===== config.mk =====
export PLATFORM = sky130hd
export DESIGN_NAME = fpu_opload
export DESIGN_NICKNAME = d
export VERILOG_FILES = /design/src/rtl/fpu_opload_pkg.sv /design/src/rtl/fpu_opclass.sv /design/src/rtl/fpu_opload.sv
export SDC_FILE = /design/constraint.sdc
export NUM_CORES = 1
export LEC_CHECK = 0
export ABC_AREA = 1
export CAP_MARGIN = 30
export CORE_UTILIZATION = 69
export CTS_BUF_LIST = sky130_fd_sc_hd__clkbuf_16
export CTS_CLUSTER_DIAMETER = 60
export DETAILED_ROUTE_END_ITERATION = 7
export DONT_BUFFER_PORTS = 1
export GPL_TIMING_DRIVEN = 0
export PLACE_DENSITY = 0.83
export SETUP_SLACK_MARGIN = 0.4
export SLEW_MARGIN = 20
export SYNTH_ARGS = -nofsm -noshare
export SYNTH_HDL_FRONTEND = slang
export SYNTH_SLANG_ARGS = --single-unit

===== constraint.sdc =====
create_clock -name clk -period 4.3 [get_ports clk]
set_input_delay 0.86 -clock clk [delete_from_list [all_inputs] [get_ports clk]]
set_output_delay 0.86 -clock clk [all_outputs]
set_load 0.05 [all_outputs]

===== src/rtl/fpu_opload_pkg.sv =====
// fpu_opload_pkg: shared states, class codes and field constants for operand load/unpack.
package fpu_opload_pkg;
  typedef enum logic [2:0] {S_IDLE, S_A_HI, S_A_LO, S_B_HI, S_B_LO, S_DONE} state_t;
  localparam logic [2:0] CLS_ZERO   = 3'b000;
  localparam logic [2:0] CLS_DENORM = 3'b001;
  localparam logic [2:0] CLS_NORMAL = 3'b010;
  localparam logic [2:0] CLS_INF    = 3'b011;
  localparam logic [2:0] CLS_QNAN   = 3'b100;
  localparam logic [2:0] CLS_SNAN   = 3'b101;
  localparam int TYPE_BIN   = 0;
  localparam int TYPE_DBL   = 1;
  localparam int TYPE_ABORT = 2;
  localparam int EXP_W_SGL  = 8;
  localparam int EXP_W_DBL  = 11;
endpackage


===== src/rtl/fpu_opclass.sv =====
// fpu_opclass: classifies one unpacked operand and derives hidden bit and effective exponent.
module fpu_opclass
  import fpu_opload_pkg::*;
(
  input  logic [10:0] exp,
  input  logic [51:0] frac,
  input  logic        dprec,
  output logic [2:0]  cls,
  output logic        hidden,
  output logic [10:0] eff_exp
);
  logic exp_zero, frac_nz, exp_max;
  always_comb begin
    exp_zero = exp == '0;
    frac_nz  = |frac;
    exp_max  = dprec ? exp == {EXP_W_DBL{1'b1}}
                     : exp == {{(EXP_W_DBL-EXP_W_SGL){1'b0}}, {EXP_W_SGL{1'b1}}};
    cls      = exp_max  ? (!frac_nz ? CLS_INF : frac[51] ? CLS_QNAN : CLS_SNAN)
             : exp_zero ? (frac_nz ? CLS_DENORM : CLS_ZERO)
             : CLS_NORMAL;
    hidden   = !exp_zero;
    // denormals take the minimum normal exponent so the mantissa aligns without a shift
    eff_exp  = exp_zero ? {10'b0, frac_nz} : exp;
  end
endmodule


===== src/rtl/fpu_opload.sv =====
// fpu_opload: collects operand words from the FPU bus and presents unpacked A/B operands.
module fpu_opload
  import fpu_opload_pkg::*;
(
  input  logic        clk,
  input  logic        reset_l,
  input  logic        fpuhold,
  input  logic        cyc0_rdy,
  input  logic [2:0]  cyc0_type,
  input  logic        din_vld,
  input  logic [31:0] din,
  output logic [10:0] aexpin,
  output logic [10:0] bexpin,
  output logic [52:0] amant,
  output logic [52:0] bmant,
  output logic        asign,
  output logic        bsign,
  output logic [2:0]  aclass,
  output logic [2:0]  bclass,
  output logic        dprec,
  output logic        op_valid,
  output logic        busy
);
  state_t state, nxt;
  logic        bin, idle_done, abort, start, acc, a_hid, b_hid;
  logic [10:0] a_exp, b_exp, hi_exp;
  logic [51:0] a_frac, b_frac, hi_frac;
  always_comb begin
    idle_done = state == S_IDLE || state == S_DONE;
    abort     = cyc0_rdy && cyc0_type[TYPE_ABORT] && !fpuhold;
    start     = cyc0_rdy && !cyc0_type[TYPE_ABORT] && !fpuhold && idle_done;
    acc       = din_vld && !fpuhold && !abort && !idle_done;
    hi_exp    = dprec ? din[30:20] : {3'b0, din[30:23]};
    hi_frac   = dprec ? {din[19:0], 32'b0} : {din[22:0], 29'b0};
    nxt       = fpuhold ? state
              : abort ? S_IDLE
              : idle_done ? (cyc0_rdy ? S_A_HI : S_IDLE)
              : !din_vld ? state
              : state == S_A_HI ? (dprec ? S_A_LO : bin ? S_B_HI : S_DONE)
              : state == S_A_LO ? (bin ? S_B_HI : S_DONE)
              : state == S_B_HI ? (dprec ? S_B_LO : S_DONE)
              : S_DONE;
  end
  always_ff @(posedge clk or negedge reset_l) begin
    if (!reset_l) begin
      state    <= S_IDLE;
      op_valid <= 1'b0;
      busy     <= 1'b0;
    end else begin
      state    <= nxt;
      op_valid <= nxt == S_DONE;
      busy     <= nxt != S_IDLE && nxt != S_DONE;
    end
  end
  always_ff @(posedge clk or negedge reset_l) begin
    if (!reset_l) begin
      dprec  <= 1'b0;
      bin    <= 1'b0;
      asign  <= 1'b0;
      bsign  <= 1'b0;
      a_exp  <= '0;
      b_exp  <= '0;
      a_frac <= '0;
      b_frac <= '0;
    end else if (start) begin
      dprec <= cyc0_type[TYPE_DBL];
      bin   <= cyc0_type[TYPE_BIN];
      if (!cyc0_type[TYPE_BIN]) begin
        bsign  <= 1'b0;
        b_exp  <= '0;
        b_frac <= '0;
      end
    end else if (acc) begin
      case (state)
        S_A_HI: begin
          asign  <= din[31];
          a_exp  <= hi_exp;
          a_frac <= hi_frac;
        end
        S_A_LO: a_frac[31:0] <= din;
        S_B_HI: begin
          bsign  <= din[31];
          b_exp  <= hi_exp;
          b_frac <= hi_frac;
        end
        S_B_LO: b_frac[31:0] <= din;
        default: ;
      endcase
    end
  end
  fpu_opclass u_a (.exp(a_exp), .frac(a_frac), .dprec(dprec), .cls(aclass), .hidden(a_hid), .eff_exp(aexpin));
  fpu_opclass u_b (.exp(b_exp), .frac(b_frac), .dprec(dprec), .cls(bclass), .hidden(b_hid), .eff_exp(bexpin));
  assign amant = {a_hid, a_frac};
  assign bmant = {b_hid, b_frac};
endmodule


==> impl_metrics.env, run 1 <==
export IMPL_drt_wirelength_um=19800
export IMPL_rsz0062_at_grt="no"
export IMPL_synthesis_instances=867
export IMPL_detail_route_iter0_violations=456
export IMPL_synthesis_yosys_warnings=0
export IMPL_final_hold_worst_slack_ps=131
export IMPL_drive_above_1_share_pct=23.2
export IMPL_cts_max_path_buffers=2
export IMPL_maxClockFrequency_mhz=271
export IMPL_fin_setup_tns_ps=0
export IMPL_critical_path_max_fanout=10
export IMPL_final_hold_viol_count=0
export IMPL_postLayoutCoreUtil_pct=80.5
export IMPL_rows=36
export IMPL_synth_top_area_share_pct=47.6
export IMPL_gr_util_all_layers_pct=38.5
export IMPL_max_cap_violations=0
export IMPL_boundaryPins=179
export IMPL_routed_len_inst_um=19.2
export IMPL_grt_pass1_wl_um=30000
export IMPL_irDropWorstVdd_uv=840
export IMPL_r2r_end="b_frac[40]"
export IMPL_min_delay_path_class="input port to async pin"
export IMPL_final_min_clock_period_ps=3700
export IMPL_period_share_pct=86.0
export IMPL_die_h_um=103
export IMPL_most_used_cells_in_the_layout_excluding_fill_and_tap_cells="242 x sky130_fd_sc_hd__nand2_1, 135 x sky130_fd_sc_hd__dfrtp_1, 89 x sky130_fd_sc_hd__inv_1"
export IMPL_finalWeightedCongestion=0.896
export IMPL_arrival_ps=2840
export IMPL_worstSkewPairLatency_ps=420
export IMPL_r2r_worst_path_cells=7
export IMPL_detail_route_antenna_nets=0
export IMPL_synth_area_leaders="sky130_fd_sc_hd__dfrtp_1 48%, sky130_fd_sc_hd__nand2_1 13%, sky130_fd_sc_hd__o21ai_2 7.9%"
export IMPL_timing_final_max_slew_violations=0
export IMPL_cts_setup_buffers=0
export IMPL_num_fill_cells=627
export IMPL_insertedDiodeCount=0
export IMPL_detailedPlacementHpwl_um=14200
export IMPL_viasPerCell=5.94
export IMPL_worst_ep_required_time_ps=3440
export IMPL_synth_seq_cells=135
export IMPL_drcViolationCount=0
export IMPL_tightest_pin_transition_ps=1040
export IMPL_proportion_of_synthesized_chip_area_in_sequential_cells_pct=47.6
export IMPL_design_final_nets=928
export IMPL_area_growth_pct=11.7
export IMPL_pwr_density_cell_nw_per_um2=997
export IMPL_power_leakage_nw=3.91
export IMPL_setup_violations_final=0
export IMPL_slew_headroom_pct=30.6
export IMPL_cts_resized=0
export IMPL_clock_tree_from_tritoncts="yes"
export IMPL_synth_nets=907
export IMPL_num_vias=6137
export IMPL_clock_tree_root_cell="sky130_fd_sc_hd__clkbuf_16"
export IMPL_detailedRoute_firstPassIterationCount=5
export IMPL_floorplan_core_area_um2=9860
export IMPL_largest_net_degree_at_the_start_of_global_routing=136
export IMPL_origin_of_the_critical_flop_to_flop_path="dprec"
export IMPL_die_w_um=103
export IMPL_synth_distinct_cells=29
export IMPL_h_tree_depth=4
export IMPL_die_area_um2=10700
export IMPL_grt_antenna_before_repair=0
export IMPL_crit_path_end_kind="primary output"
export IMPL_cts_sink_count=135
export IMPL_cts_hold_repair_buffers=0
export IMPL_clock_skew_final_ps=6.16
export IMPL_globalRoute_totalOverflow=0
export IMPL_commonest_non_fill_non_tap_cell_in_the_layout="sky130_fd_sc_hd__nand2_1"
export IMPL_clkTransAtPathRegs_ps=60
export IMPL_r2r_slack_ps=2100
export IMPL_synthDominantAreaCellType="sky130_fd_sc_hd__dfrtp_1"
export IMPL_initial_utilization_pct=72.0
export IMPL_tritoncts_num_buffers=17
export IMPL_grt_pass1_vias=6022
export IMPL_sort_of_element_at_the_start_of_the_critical_path="register"
export IMPL_timing_critical_path_to="aclass[1]"
export IMPL_criticalPathCategory="register to primary output"
export IMPL_outcome="finished clean"
export IMPL_numPortBuffers=0
export IMPL_cp_startpoint="dprec"
export IMPL_synth_area_per_cell_um2=8.19
export IMPL_netlist_area_um2=7100
==> cell type report <==
| class | instances | area [um^2] | share of cell area, % |
|---|---|---|---|
| Multi-Input combinational cell | 579 | 3010 | 37.9 |
| Clock buffer | 17 | 425 | 5.36 |
| Clock inverter | 14 | 231 | 2.92 |
| Timing Repair Buffer | 2 | 11.3 | 0.142 |
| Sequential cell | 135 | 3380 | 42.6 |
| Tap cell | 133 | 166 | 2.10 |
| Inverter | 92 | 345 | 4.35 |
| Buffer | 61 | 370 | 4.67 |
==> layer usage <==
metal	wire length [um]	track usage (%)	up-vias
li1	-	-	2761
met4	931	22.4	0
met5	0	0.481	-
met1	7110	44.6	2946
met3	2190	15.1	79
met2	9580	60.9	351
==> registers in the layout, summed over array words and instances (netlist names) <==
| signal | cells |
|---|---|
| bin | 1 |
| asign | 1 |
| a_frac | 52 |
| a_exp | 11 |
| bsign | 1 |
| dprec | 1 |
| busy | 1 |
| op_valid | 1 |
| state | 3 |
| b_exp | 11 |
| b_frac | 52 |
==> stage by stage <==
| step | std cells | setup WS (ps) | instance area (um^2) | total power, mW |
|---|---|---|---|---|
| after floorplan | 867 | 812 | 7100 | 5.61 |
| after global placement | 1000 | 519 | 7270 | 6.10 |
| after detailed placement | 1002 | 1120 | 7280 | 6.20 |
| after CTS | 1033 | 647 | 7940 | 7.87 |
| after global routing | 1033 | 548 | 7940 | 8.26 |
| final | 1033 | 603 | 7940 | 7.92 |
==> critical path: stages, from the launching register on <==
cell and delay (ps):
sky130_fd_sc_hd__dfrtp_1 630, sky130_fd_sc_hd__buf_2 340, sky130_fd_sc_hd__buf_2 310, sky130_fd_sc_hd__nand2_1 100, sky130_fd_sc_hd__nand4_1 160, sky130_fd_sc_hd__a21oi_1 80, sky130_fd_sc_hd__buf_1 110, sky130_fd_sc_hd__nor2_1 660
==> cells by family after synthesis <==
family,count (synthesis),share of synthesized area [%]
flip-flops,135,47.6
AO/OA/AOI/OAI,150,15.5
buffers and inverters,153,10.1
AND/OR/NAND/NOR,426,26.5
XOR/XNOR,3,0.370
==> synth_stat cells <==
master and number:
sky130_fd_sc_hd__a21oi_1 4, sky130_fd_sc_hd__a21oi_2 1, sky130_fd_sc_hd__and3_1 1, sky130_fd_sc_hd__buf_1 1, sky130_fd_sc_hd__buf_2 11, sky130_fd_sc_hd__buf_4 6, sky130_fd_sc_hd__buf_6 14, sky130_fd_sc_hd__clkbuf_1 29
sky130_fd_sc_hd__dfrtp_1 135, sky130_fd_sc_hd__inv_1 88, sky130_fd_sc_hd__inv_2 4, sky130_fd_sc_hd__nand2_1 242, sky130_fd_sc_hd__nand2_2 59, sky130_fd_sc_hd__nand3_1 21, sky130_fd_sc_hd__nand3_2 1, sky130_fd_sc_hd__nand3_4 4
sky130_fd_sc_hd__nand4_1 7, sky130_fd_sc_hd__nor2_1 75, sky130_fd_sc_hd__nor2_2 2, sky130_fd_sc_hd__nor3_1 10, sky130_fd_sc_hd__o211ai_1 3, sky130_fd_sc_hd__o21ai_0 49, sky130_fd_sc_hd__o21ai_2 64, sky130_fd_sc_hd__o22ai_1 19
sky130_fd_sc_hd__o22ai_2 10, sky130_fd_sc_hd__or2_1 1, sky130_fd_sc_hd__or2_2 3, sky130_fd_sc_hd__xnor2_1 1, sky130_fd_sc_hd__xor2_1 2
==> power by group <==
part	switching [mW]	internal, mW
Combinational	1.76	0.756
Sequential	2.02	1.75
Clock	0.559	1.08
==> how the worst min path moves through the flow <==
| stage | from | endpoint | slack (ps) | depth (start not counted) |
|---|---|---|---|---|
| after floorplan | a_exp[1] | a_exp[1] | 480 | 2 |
| after global placement | a_exp[5] | a_exp[5] | 500 | 2 |
| after detailed placement | a_exp[4] | a_exp[4] | 530 | 2 |
| after CTS | reset_l | b_frac[11] | 120 | 0 |
| after global routing | reset_l | a_frac[12] | 120 | 0 |
| final | reset_l | b_frac[6] | 130 | 0 |
Note: power is estimated with default switching activity, not from simulation.
==> inputs of run 2 (changes only) <==
--- a/config.mk
+++ b/config.mk
@@ -13,6 +13,7 @@
 export DETAILED_ROUTE_END_ITERATION = 7
 export DONT_BUFFER_PORTS = 1
 export GPL_TIMING_DRIVEN = 0
+export HOLD_SLACK_MARGIN = 0.02
 export PLACE_DENSITY = 0.83
 export SETUP_SLACK_MARGIN = 0.4
 export SLEW_MARGIN = 20
==> results of run 2 <==
No change in the layout: final DEF, timing and power equal those of run 1.
